===== src/rtl/me_pkg.sv =====
// Shared types and width helpers for the full-search SAD motion-estimation engine.
package me_pkg;

  typedef enum logic [2:0] {
    IDLE,
    ACCUM,
    FLUSH,
    CMP,
    DONE
  } state_e;

  function automatic int sad_w(input int pix_w, input int blk);
    return pix_w + 2 * $clog2(blk);
  endfunction

  function automatic int sr_w(input int blk, input int ny);
    return $clog2(blk + ny - 1);
  endfunction

endpackage


===== src/rtl/me_sad_pe.sv =====
// One processing element: registered accumulator of |ref - srch| for a single
// horizontal candidate offset.
module me_sad_pe #(
  parameter int PIX_W = 8,
  parameter int SAD_W = 16
) (
  input  logic             i_clk,
  input  logic             i_rst_n,
  input  logic             i_clr,
  input  logic             i_en,
  input  logic [PIX_W-1:0] i_ref,
  input  logic [PIX_W-1:0] i_srch,
  output logic [SAD_W-1:0] o_acc
);

  logic [PIX_W-1:0] diff;
  logic [SAD_W-1:0] acc_d;
  logic [SAD_W-1:0] acc_q;

  always_comb begin
    // NOTE: every always_comb output gets a default first, so no path can
    // leave it unassigned and infer a latch.
    acc_d = acc_q;
    diff  = (i_ref >= i_srch) ? (i_ref - i_srch) : (i_srch - i_ref);
    if (i_clr) begin
      acc_d = '0;
    end else if (i_en) begin
      acc_d = acc_q + SAD_W'(diff);
    end
  end

  // NOTE: sequential state uses non-blocking assignments only; blocking here
  // would make the result depend on process evaluation order.
  always_ff @(posedge i_clk or negedge i_rst_n) begin
    if (!i_rst_n) begin
      acc_q <= '0;
    end else begin
      acc_q <= acc_d;
    end
  end

  assign o_acc = acc_q;

endmodule


===== src/rtl/me_sad_engine.sv =====
// Full-search block-matching SAD engine: NPE parallel PEs, one vertical offset per pass.
// Optional early pass termination is built when ME_EARLY_TERM_EN is defined.
module me_sad_engine
  import me_pkg::*;
#(
  parameter int PIX_W = 8,
  parameter int BLK   = 16,
  parameter int NPE   = 16,
  parameter int NY    = 16,
  parameter int MV_W  = 8
) (
  input  logic                          i_clk,
  input  logic                          i_rst_n,
  input  logic                          i_start,
  output logic                          o_busy,
  output logic [$clog2(BLK)-1:0]        o_r_row,
  output logic [$clog2(BLK)-1:0]        o_r_col,
  input  logic [PIX_W-1:0]              i_ref_pix,
  output logic [sr_w(BLK, NY)-1:0]      o_s_row,
  output logic [$clog2(BLK)-1:0]        o_s_col,
  input  logic [NPE*PIX_W-1:0]          i_search_win,
  output logic                          o_valid,
  input  logic                          i_ready,
  output logic [sad_w(PIX_W, BLK)-1:0]  o_best_sad,
  output logic signed [MV_W-1:0]        o_mv_x,
  output logic signed [MV_W-1:0]        o_mv_y
);

  localparam int LB    = $clog2(BLK);
  localparam int SAD_W = sad_w(PIX_W, BLK);
  localparam int SR_W  = sr_w(BLK, NY);
  localparam int NPIX  = BLK * BLK;
  localparam int CNT_W = $clog2((NPIX > NPE) ? NPIX : NPE);
  localparam int PE_W  = $clog2(NPE);
  localparam int DY_W  = $clog2(NY);

  localparam logic [CNT_W-1:0] LAST_PIX = CNT_W'(NPIX - 1);
  localparam logic [CNT_W-1:0] LAST_PE  = CNT_W'(NPE - 1);
  localparam logic [DY_W-1:0]  LAST_DY  = DY_W'(NY - 1);

  state_e                  state_d, state_q;
  logic [CNT_W-1:0]        cnt_d, cnt_q;
  logic [DY_W-1:0]         dy_d, dy_q;
  logic [SAD_W-1:0]        best_d, best_q;
  logic                    best_valid_d, best_valid_q;
  logic signed [MV_W-1:0]  mv_x_d, mv_x_q;
  logic signed [MV_W-1:0]  mv_y_d, mv_y_q;
  logic                    valid_d, valid_q;

  logic [SAD_W-1:0]        acc [NPE];
  logic [SAD_W-1:0]        cur_acc;
  logic [PE_W-1:0]         k_sel;
  logic                    pe_clr;
  logic                    pe_en;
  logic                    pass_end;
  logic                    abort;

  for (genvar k = 0; k < NPE; k++) begin : g_pe
    me_sad_pe #(
      .PIX_W (PIX_W),
      .SAD_W (SAD_W)
    ) u_pe (
      .i_clk  (i_clk),
      .i_rst_n(i_rst_n),
      .i_clr  (pe_clr),
      .i_en   (pe_en),
      .i_ref  (i_ref_pix),
      .i_srch (i_search_win[k*PIX_W +: PIX_W]),
      .o_acc  (acc[k])
    );
  end

`ifdef ME_EARLY_TERM_EN
  // A pass can no longer win once every partial sum already reaches the best;
  // partial sums only grow, so aborting never changes the result.
  always_comb begin
    abort = (state_q == ACCUM) && (cnt_q >= CNT_W'(2)) && best_valid_q;
    for (int k = 0; k < NPE; k++) begin
      if (acc[k] < best_q) abort = 1'b0;
    end
  end
`else
  assign abort = 1'b0;
`endif

  assign k_sel   = cnt_q[PE_W-1:0];
  assign cur_acc = acc[k_sel];

  always_comb begin
    state_d      = state_q;
    cnt_d        = cnt_q;
    dy_d         = dy_q;
    best_d       = best_q;
    best_valid_d = best_valid_q;
    mv_x_d       = mv_x_q;
    mv_y_d       = mv_y_q;
    valid_d      = valid_q;
    pe_clr       = 1'b0;
    pe_en        = 1'b0;
    pass_end     = 1'b0;

    unique case (state_q)
      IDLE: begin
        if (i_start) begin
          pe_clr       = 1'b1;
          cnt_d        = '0;
          dy_d         = '0;
          best_d       = '1;
          best_valid_d = 1'b0;
          state_d      = ACCUM;
        end
      end
      ACCUM: begin
        // Pixel j-1 arrives during cycle j, so cycle 0 has nothing to add.
        pe_en = (cnt_q != '0);
        if (abort) begin
          pass_end = 1'b1;
        end else if (cnt_q == LAST_PIX) begin
          cnt_d   = '0;
          state_d = FLUSH;
        end else begin
          cnt_d = cnt_q + 1'b1;
        end
      end
      FLUSH: begin
        pe_en   = 1'b1;
        cnt_d   = '0;
        state_d = CMP;
      end
      CMP: begin
        // Strict less-than keeps the earliest candidate on ties.
        if (cur_acc < best_q) begin
          best_d       = cur_acc;
          best_valid_d = 1'b1;
          mv_x_d       = MV_W'(int'(k_sel) - NPE / 2);
          mv_y_d       = MV_W'(int'(dy_q) - NY / 2);
        end
        if (cnt_q == LAST_PE) begin
          pass_end = 1'b1;
        end else begin
          cnt_d = cnt_q + 1'b1;
        end
      end
      DONE: begin
        if (i_ready) begin
          valid_d = 1'b0;
          state_d = IDLE;
        end
      end
      default: state_d = IDLE;
    endcase

    if (pass_end) begin
      pe_clr = 1'b1;
      cnt_d  = '0;
      if (dy_q == LAST_DY) begin
        valid_d = 1'b1;
        state_d = DONE;
      end else begin
        dy_d    = dy_q + 1'b1;
        state_d = ACCUM;
      end
    end
  end

  always_ff @(posedge i_clk or negedge i_rst_n) begin
    if (!i_rst_n) begin
      state_q      <= IDLE;
      cnt_q        <= '0;
      dy_q         <= '0;
      best_q       <= '1;
      best_valid_q <= 1'b0;
      mv_x_q       <= '0;
      mv_y_q       <= '0;
      valid_q      <= 1'b0;
    end else begin
      state_q      <= state_d;
      cnt_q        <= cnt_d;
      dy_q         <= dy_d;
      best_q       <= best_d;
      best_valid_q <= best_valid_d;
      mv_x_q       <= mv_x_d;
      mv_y_q       <= mv_y_d;
      valid_q      <= valid_d;
    end
  end

  logic in_accum;
  logic result_ok;

  assign in_accum  = (state_q == ACCUM);
  assign result_ok = valid_q & best_valid_q;

  assign o_busy     = (state_q != IDLE);
  assign o_r_row    = in_accum ? cnt_q[2*LB-1:LB] : '0;
  assign o_r_col    = in_accum ? cnt_q[LB-1:0]    : '0;
  assign o_s_col    = in_accum ? cnt_q[LB-1:0]    : '0;
  assign o_s_row    = in_accum ? (SR_W'(dy_q) + SR_W'(cnt_q[2*LB-1:LB])) : '0;
  assign o_valid    = valid_q;
  assign o_best_sad = result_ok ? best_q : '0;
  assign o_mv_x     = result_ok ? mv_x_q : '0;
  assign o_mv_y     = result_ok ? mv_y_q : '0;

endmodule


===== config.mk =====
export PLATFORM = sky130hd
export DESIGN_NAME = me_sad_engine
export DESIGN_NICKNAME = d
export VERILOG_FILES = /design/src/rtl/me_pkg.sv /design/src/rtl/me_sad_pe.sv /design/src/rtl/me_sad_engine.sv
export SDC_FILE = /design/constraint.sdc
export NUM_CORES = 1
export LEC_CHECK = 0
export CAP_MARGIN = 0
export CORE_UTILIZATION = 62
export CTS_CLUSTER_SIZE = 30
export DETAILED_ROUTE_END_ITERATION = 10
export HOLD_SLACK_MARGIN = 0.03
export PLACE_DENSITY = 0.95
export SYNTH_ARGS = -nofsm -noshare
export SYNTH_HDL_FRONTEND = slang
export SYNTH_SLANG_ARGS = --single-unit

===== constraint.sdc =====
create_clock -name i_clk -period 4.2 [get_ports i_clk]
set_clock_uncertainty 0.1 [all_clocks]
set_input_delay 1.26 -clock i_clk [delete_from_list [all_inputs] [get_ports i_clk]]
set_output_delay 1.26 -clock i_clk [all_outputs]
set_load 0.02 [all_outputs]

==> impl_metrics.py, run 1 <==
metrics = {
    "clocking": {
        "clk_path_buf_depth": 3,
        "cts_sinks": 297,
        "numCtsBuffers": 31,
        "cts_max_level": 1,
        "holdBufCountCts": 0,
        "cts-root-buf": "clkbuf_16",
    },
    "die": {
        "rows": 81,
        "dieWidth_um": 224,
        "num_io_pins": 191,
        "die_y_um": 224,
        "start_util_pct": 62.7,
    },
    "synth": {
        "yosysSeqAreaShare_pct": 24.3,
        "synth-seq-cells": 297,
        "synth-xor-area-share_pct": 7.26,
        "synth_enable_flop_cells": 0,
        "synthAdderAreaFrac_pct": 20.4,
        "syn_nets": 4073,
        "yosys.area_share.simple_pct": 15.1,
        "synth_warnings": 0,
        "synth_cell_types": 77,
        "synthMuxAreaShare_pct": 9.12,
        "netlist_area_um2": 30600,
        "synthArstFlopShare_pct": 100,
        "synth-compound-area-share_pct": 17.9,
        "ys.flop_type": "dfrtp_1",
        "synth_top_family_by_area": "adder cells",
        "synth.avg_cell_area_um2": 8.85,
        "postSynthCellCount": 3462,
    },
    "run_status": {
        "flow.stopped_at": "global routing",
        "error": "[ERROR GRT-0116] Global routing finished with congestion. Check the congestion regions in the DRC Viewer.",
        "status": "stopped before the end",
    },
    "global_route": {
        "grt_max_degree": 151,
        "grt_usage_pct": 95.7,
        "grt_pass1_wl_um": 364000,
        "grt_pass1_vias": 50800,
        "gr-total-overflow": 2286,
    },
    "place": {
        "gp_congestion": 0.980,
        "placed_cells": 4904,
        "io_buffers": 190,
        "hpwl_um": 94900,
    },
}
-- cells by family after synthesis --
logic type	count (synthesis)
mux	174
buf+inv	458
compound gates	846
simple gates	962
flops	297
xor+xnor	254
fa+ha+maj	471
-- through the flow --
stage,setup WS [ps],utilization [%],area (um^2)
floorplan,-1480,-,31600
global placement,-1730,80.8,39500
detailed placement,-2220,80.8,39500
CTS,-1040,89.8,43800
-- what timing repair did --
item	in CTS
buffers inserted	137
setup endpoints to repair	238
resized for setup	474
pin swaps	284
-- routing by layer --
layer	track usage, %	overflow
met5	69.8	18
met4	104	621
met3	84.2	90
met2	112	1502
met1	88.7	55
-- synth_stat cells, types with 27 or more instances --
| master | count | share of area [%] |
|---|---|---|
| o211ai_1 | 27 | 0.66 |
| mux2i_1 | 65 | 2.1 |
| inv_1 | 333 | 4.1 |
| fa_1 | 49 | 3.2 |
| o21ai_0 | 209 | 3.4 |
| mux4_2 | 80 | 5.9 |
| o21bai_1 | 40 | 0.98 |
| a21o_1 | 110 | 2.7 |
| or3_1 | 29 | 0.59 |
| clkbuf_1 | 85 | 1.0 |
| dfrtp_1 | 281 | 23 |
| nor3_1 | 61 | 1.0 |
| a21oi_1 | 220 | 3.6 |
| and2_1 | 31 | 0.63 |
| ha_1 | 422 | 17 |
| xnor2_1 | 162 | 4.6 |
| nor2_1 | 249 | 3.1 |
| and3_1 | 57 | 1.2 |
| nand2_1 | 217 | 2.7 |
| o21a_1 | 40 | 0.98 |
| xor2_1 | 92 | 2.6 |
| a31oi_1 | 33 | 0.67 |
| nor2b_1 | 31 | 0.63 |
| nand3_1 | 190 | 3.1 |
==> inputs of run 2 (changes only) <==
CORE_UTILIZATION = 40   (was 62)
CTS_CLUSTER_SIZE = default   (was 30)
HOLD_SLACK_MARGIN = default   (was 0.03)
PLACE_DENSITY = default   (was 0.95)
PLACE_DENSITY_LB_ADDON = 0.15   (was default)
==> run 2 against run 1 <==
Against the previous run: the flow now finishes, with violations (negative setup slack); synthesized area stayed put; synthesized cell count stayed put.
==> impl_metrics.py, run 2 <==
metrics = {
    "run_status": {
        "status": "finished, violations left",
        "violations": "negative setup slack",
    },
    "clocking": {
        "cts-root-buf": "clkbuf_16",
        "cts_max_level": 2,
        "clk_path_buf_depth": 3,
        "clk_pin_slew_ps": 60,
        "cts_tree": "built",
        "clock_latency_ps": 550,
        "cts_sinks": 297,
        "numCtsBuffers": 37,
    },
    "synth": {
        "yosysMostFrequentCell": "ha_1",
        "netlist.area_leader.share_pct": 23.0,
        "synth_cell_types": 77,
        "synth.avg_cell_area_um2": 8.85,
        "synth-xor-area-share_pct": 7.26,
        "synthMuxAreaShare_pct": 9.12,
        "yosysSeqAreaShare_pct": 24.3,
        "synth_largest_area_cell": "dfrtp_1",
        "postSynthCellCount": 3462,
        "synth-seq-cells": 297,
        "ys.flop_type": "dfrtp_1",
        "synthArstFlopShare_pct": 100,
        "synth-compound-area-share_pct": 17.9,
        "synthAdderAreaFrac_pct": 20.4,
        "synthTopCellsByArea": "dfrtp_1 (23%), ha_1 (17%), mux4_2 (5.9%), xnor2_1 (4.6%), inv_1 (4.1%)",
        "synth_enable_flop_cells": 0,
        "synth_warnings": 0,
        "syn_nets": 4073,
        "synth_common_cells": "ha_1 (422), inv_1 (333), dfrtp_1 (281)",
        "netlist_area_um2": 30600,
        "synth_top_family_by_area": "adder cells",
        "yosys.area_share.simple_pct": 15.1,
    },
    "pwr": {
        "clockPowerShare_pct": 11.9,
        "p_per_area_nw_per_um2": 603,
        "peakVddDrop_mv": 0.454,
        "swShare_pct": 43.7,
        "p_leak_uw": 0.0217,
        "comb_power_share_pct": 68.9,
        "internal_power_uw": 15700,
        "seqPwrFrac_pct": 19.1,
        "switching_power_uw": 12200,
        "total_power_uw": 27900,
    },
    "die": {
        "start_util_pct": 40.4,
        "rows": 101,
        "die_y_um": 279,
        "num_io_pins": 191,
        "core-area_um2": 75800,
        "dieWidth_um": 279,
        "die_area_um2": 77700,
    },
    "global_route": {
        "grt_pass1_vias": 29600,
        "grt.met1_usage_pct": 33.9,
        "gr-total-overflow": 0,
        "grt_usage_pct": 26.5,
        "grt_pass1_wl_um": 164000,
        "antenna_found_initial": 7,
        "met2_usage_pct": 47.7,
        "grt_max_degree": 151,
        "grtUsageMet3_pct": 2.59,
        "busiest_layer": "met2",
    },
    "sta": {
        "slew_viol_final": 0,
        "worstMarginPinSlew_ps": 820,
        "hold_violations": 0,
        "slew_headroom_pct": 45.3,
        "fmax_mhz": 197,
        "finalSetupViolCount": 201,
        "period_minus_slack_ps": 5070,
        "fin_ws_ps": -872,
        "grt_setup_unrepaired": "true",
        "min_period_over_period_pct": 121,
    },
    "setup_path": {
        "arrival_ps": 5440,
        "r2r_slack_ps": 260,
        "crit_path_end_kind": "flip-flop",
        "start_kind": "primary input",
        "worstSetupPathType": "primary input to flip-flop",
        "cpPeakStageDelay_ps": 350,
        "worstPathRequired_ps": 4570,
        "critPathMaxFanout": 6,
        "slowest_stage": "fa_2",
        "crit_top_cell": "buf_4",
    },
    "routing": {
        "drcViolationCount": 0,
        "routed_wl_um": 105000,
        "num_vias": 29400,
        "routedWlPerCell_um": 19.1,
        "ant_nets": 0,
        "drtPass1Iterations": 5,
        "drt_iter0_drc": 1539,
        "viasPerCell": 5.32,
    },
    "place": {
        "hpwl_um": 79800,
        "gp_congestion": 0.912,
        "pre_cts_ws_ps": -1700,
        "io_buffers": 190,
        "placed_cells": 5297,
    },
    "cells_and_area": {
        "drive_gt1_share_pct": 38.5,
        "n_antenna_cell": 0,
        "area_growth_pct": 51.1,
        "fin_cells": 5533,
        "largest_reg_flops": 256,
        "final.fill_count": 6439,
        "layout_commonest_cell": "buf_4",
        "final_nets": 5139,
        "most-common-layout-cells": "buf_4 (866), ha_1 (331), inv_1 (301)",
    },
    "worst_hold_path": {
        "hold_path.class": "flip-flop to flip-flop",
    },
    "job": {
        "drv_cap": 0,
    },
}
==> run 2: worst max-delay path, delay by kind of cell <==
family                   cells  cell delay (ps)
buffers and inverters        9             1080
AND/OR/NAND/NOR              4              660
AO/OA/AOI/OAI                8             1460
adder cells (fa/ha/maj)      3              770
multiplexers                 1              180
==> run 2: routing by layer <==
layer	up-vias	part of all wire [%]
li1	14500	-
met3	138	3.1
met2	485	51
met1	14300	43
met5	-	0
met4	0	2.7
==> run 2: power by group through the flow <==
stage / combinational, uW / clock [uW] / sequential, uW
2_1_floorplan: 10100 / 0 / 4700
3_3_place_gp: 15500 / 0 / 5260
3_5_place_dp: 15700 / 0 / 5280
4_1_cts: 17400 / 3390 / 5280
5_1_grt: 20900 / 3500 / 5490
6_report: 19300 / 3330 / 5340
==> run 2: final timing paths <==
path / startpoint / end / depth (start not counted)
min reg2reg: mv_x_q[1] / mv_x_q[1] / 2
min in group asynchronous: i_rst_n / mv_x_q[6] / 1
max reg2reg: cnt_q[0] / mv_y_q[1] / 11
min: mv_x_q[1] / mv_x_q[1] / 2
max: i_ref_pix[0] / g_pe[13].u_pe.o_acc[15] / 25
max in group asynchronous: i_rst_n / g_pe[10].u_pe.o_acc[11] / 2
==> run 2: kinds of logic (layout without fill, tap and decap cells) <==
| kind of cell | after synthesis | after routing |
|---|---|---|
| AO/OA/AOI/OAI | 846 | 846 |
| XOR/XNOR | 254 | 254 |
| adder cells (fa/ha/maj) | 471 | 471 |
| buffers and inverters | 458 | 1551 |
| flip-flops | 297 | 297 |
| multiplexers | 174 | 174 |
| AND/OR/NAND/NOR | 962 | 962 |
==> run 2: per-stage QoR <==
step	util [%]	hold WS [ps]	setup TNS (ps)	instance area, um^2
2_1_floorplan	-	340	-231040	31600
3_3_place_gp	53.2	363	-264690	40400
3_5_place_dp	53.2	371	-273760	40400
4_1_cts	58.2	380	-94690	44100
5_1_grt	61.1	406	-149320	46300
6_report	61.1	381	-116640	46300
==> run 2: what timing repair did <==
action / CTS / global route
hold buffers: 0 / 0
setup endpoints to repair: 210 / 214
gates resized for setup: 370 / 321
pin swaps: 294 / 263
setup buffers: 113 / 80
==> run 2: layout make-up <==
class	instances	area, um^2	area share [%]
tap	978	1220	2.64
clock inverter	14	151	0.327
timing repair buffer	1152	9690	20.9
multi-input combinational	2707	25400	54.9
inverter	333	1270	2.75
clock buffer	52	1090	2.36
sequential	297	7460	16.1
Power figures use the tool's default switching activity.
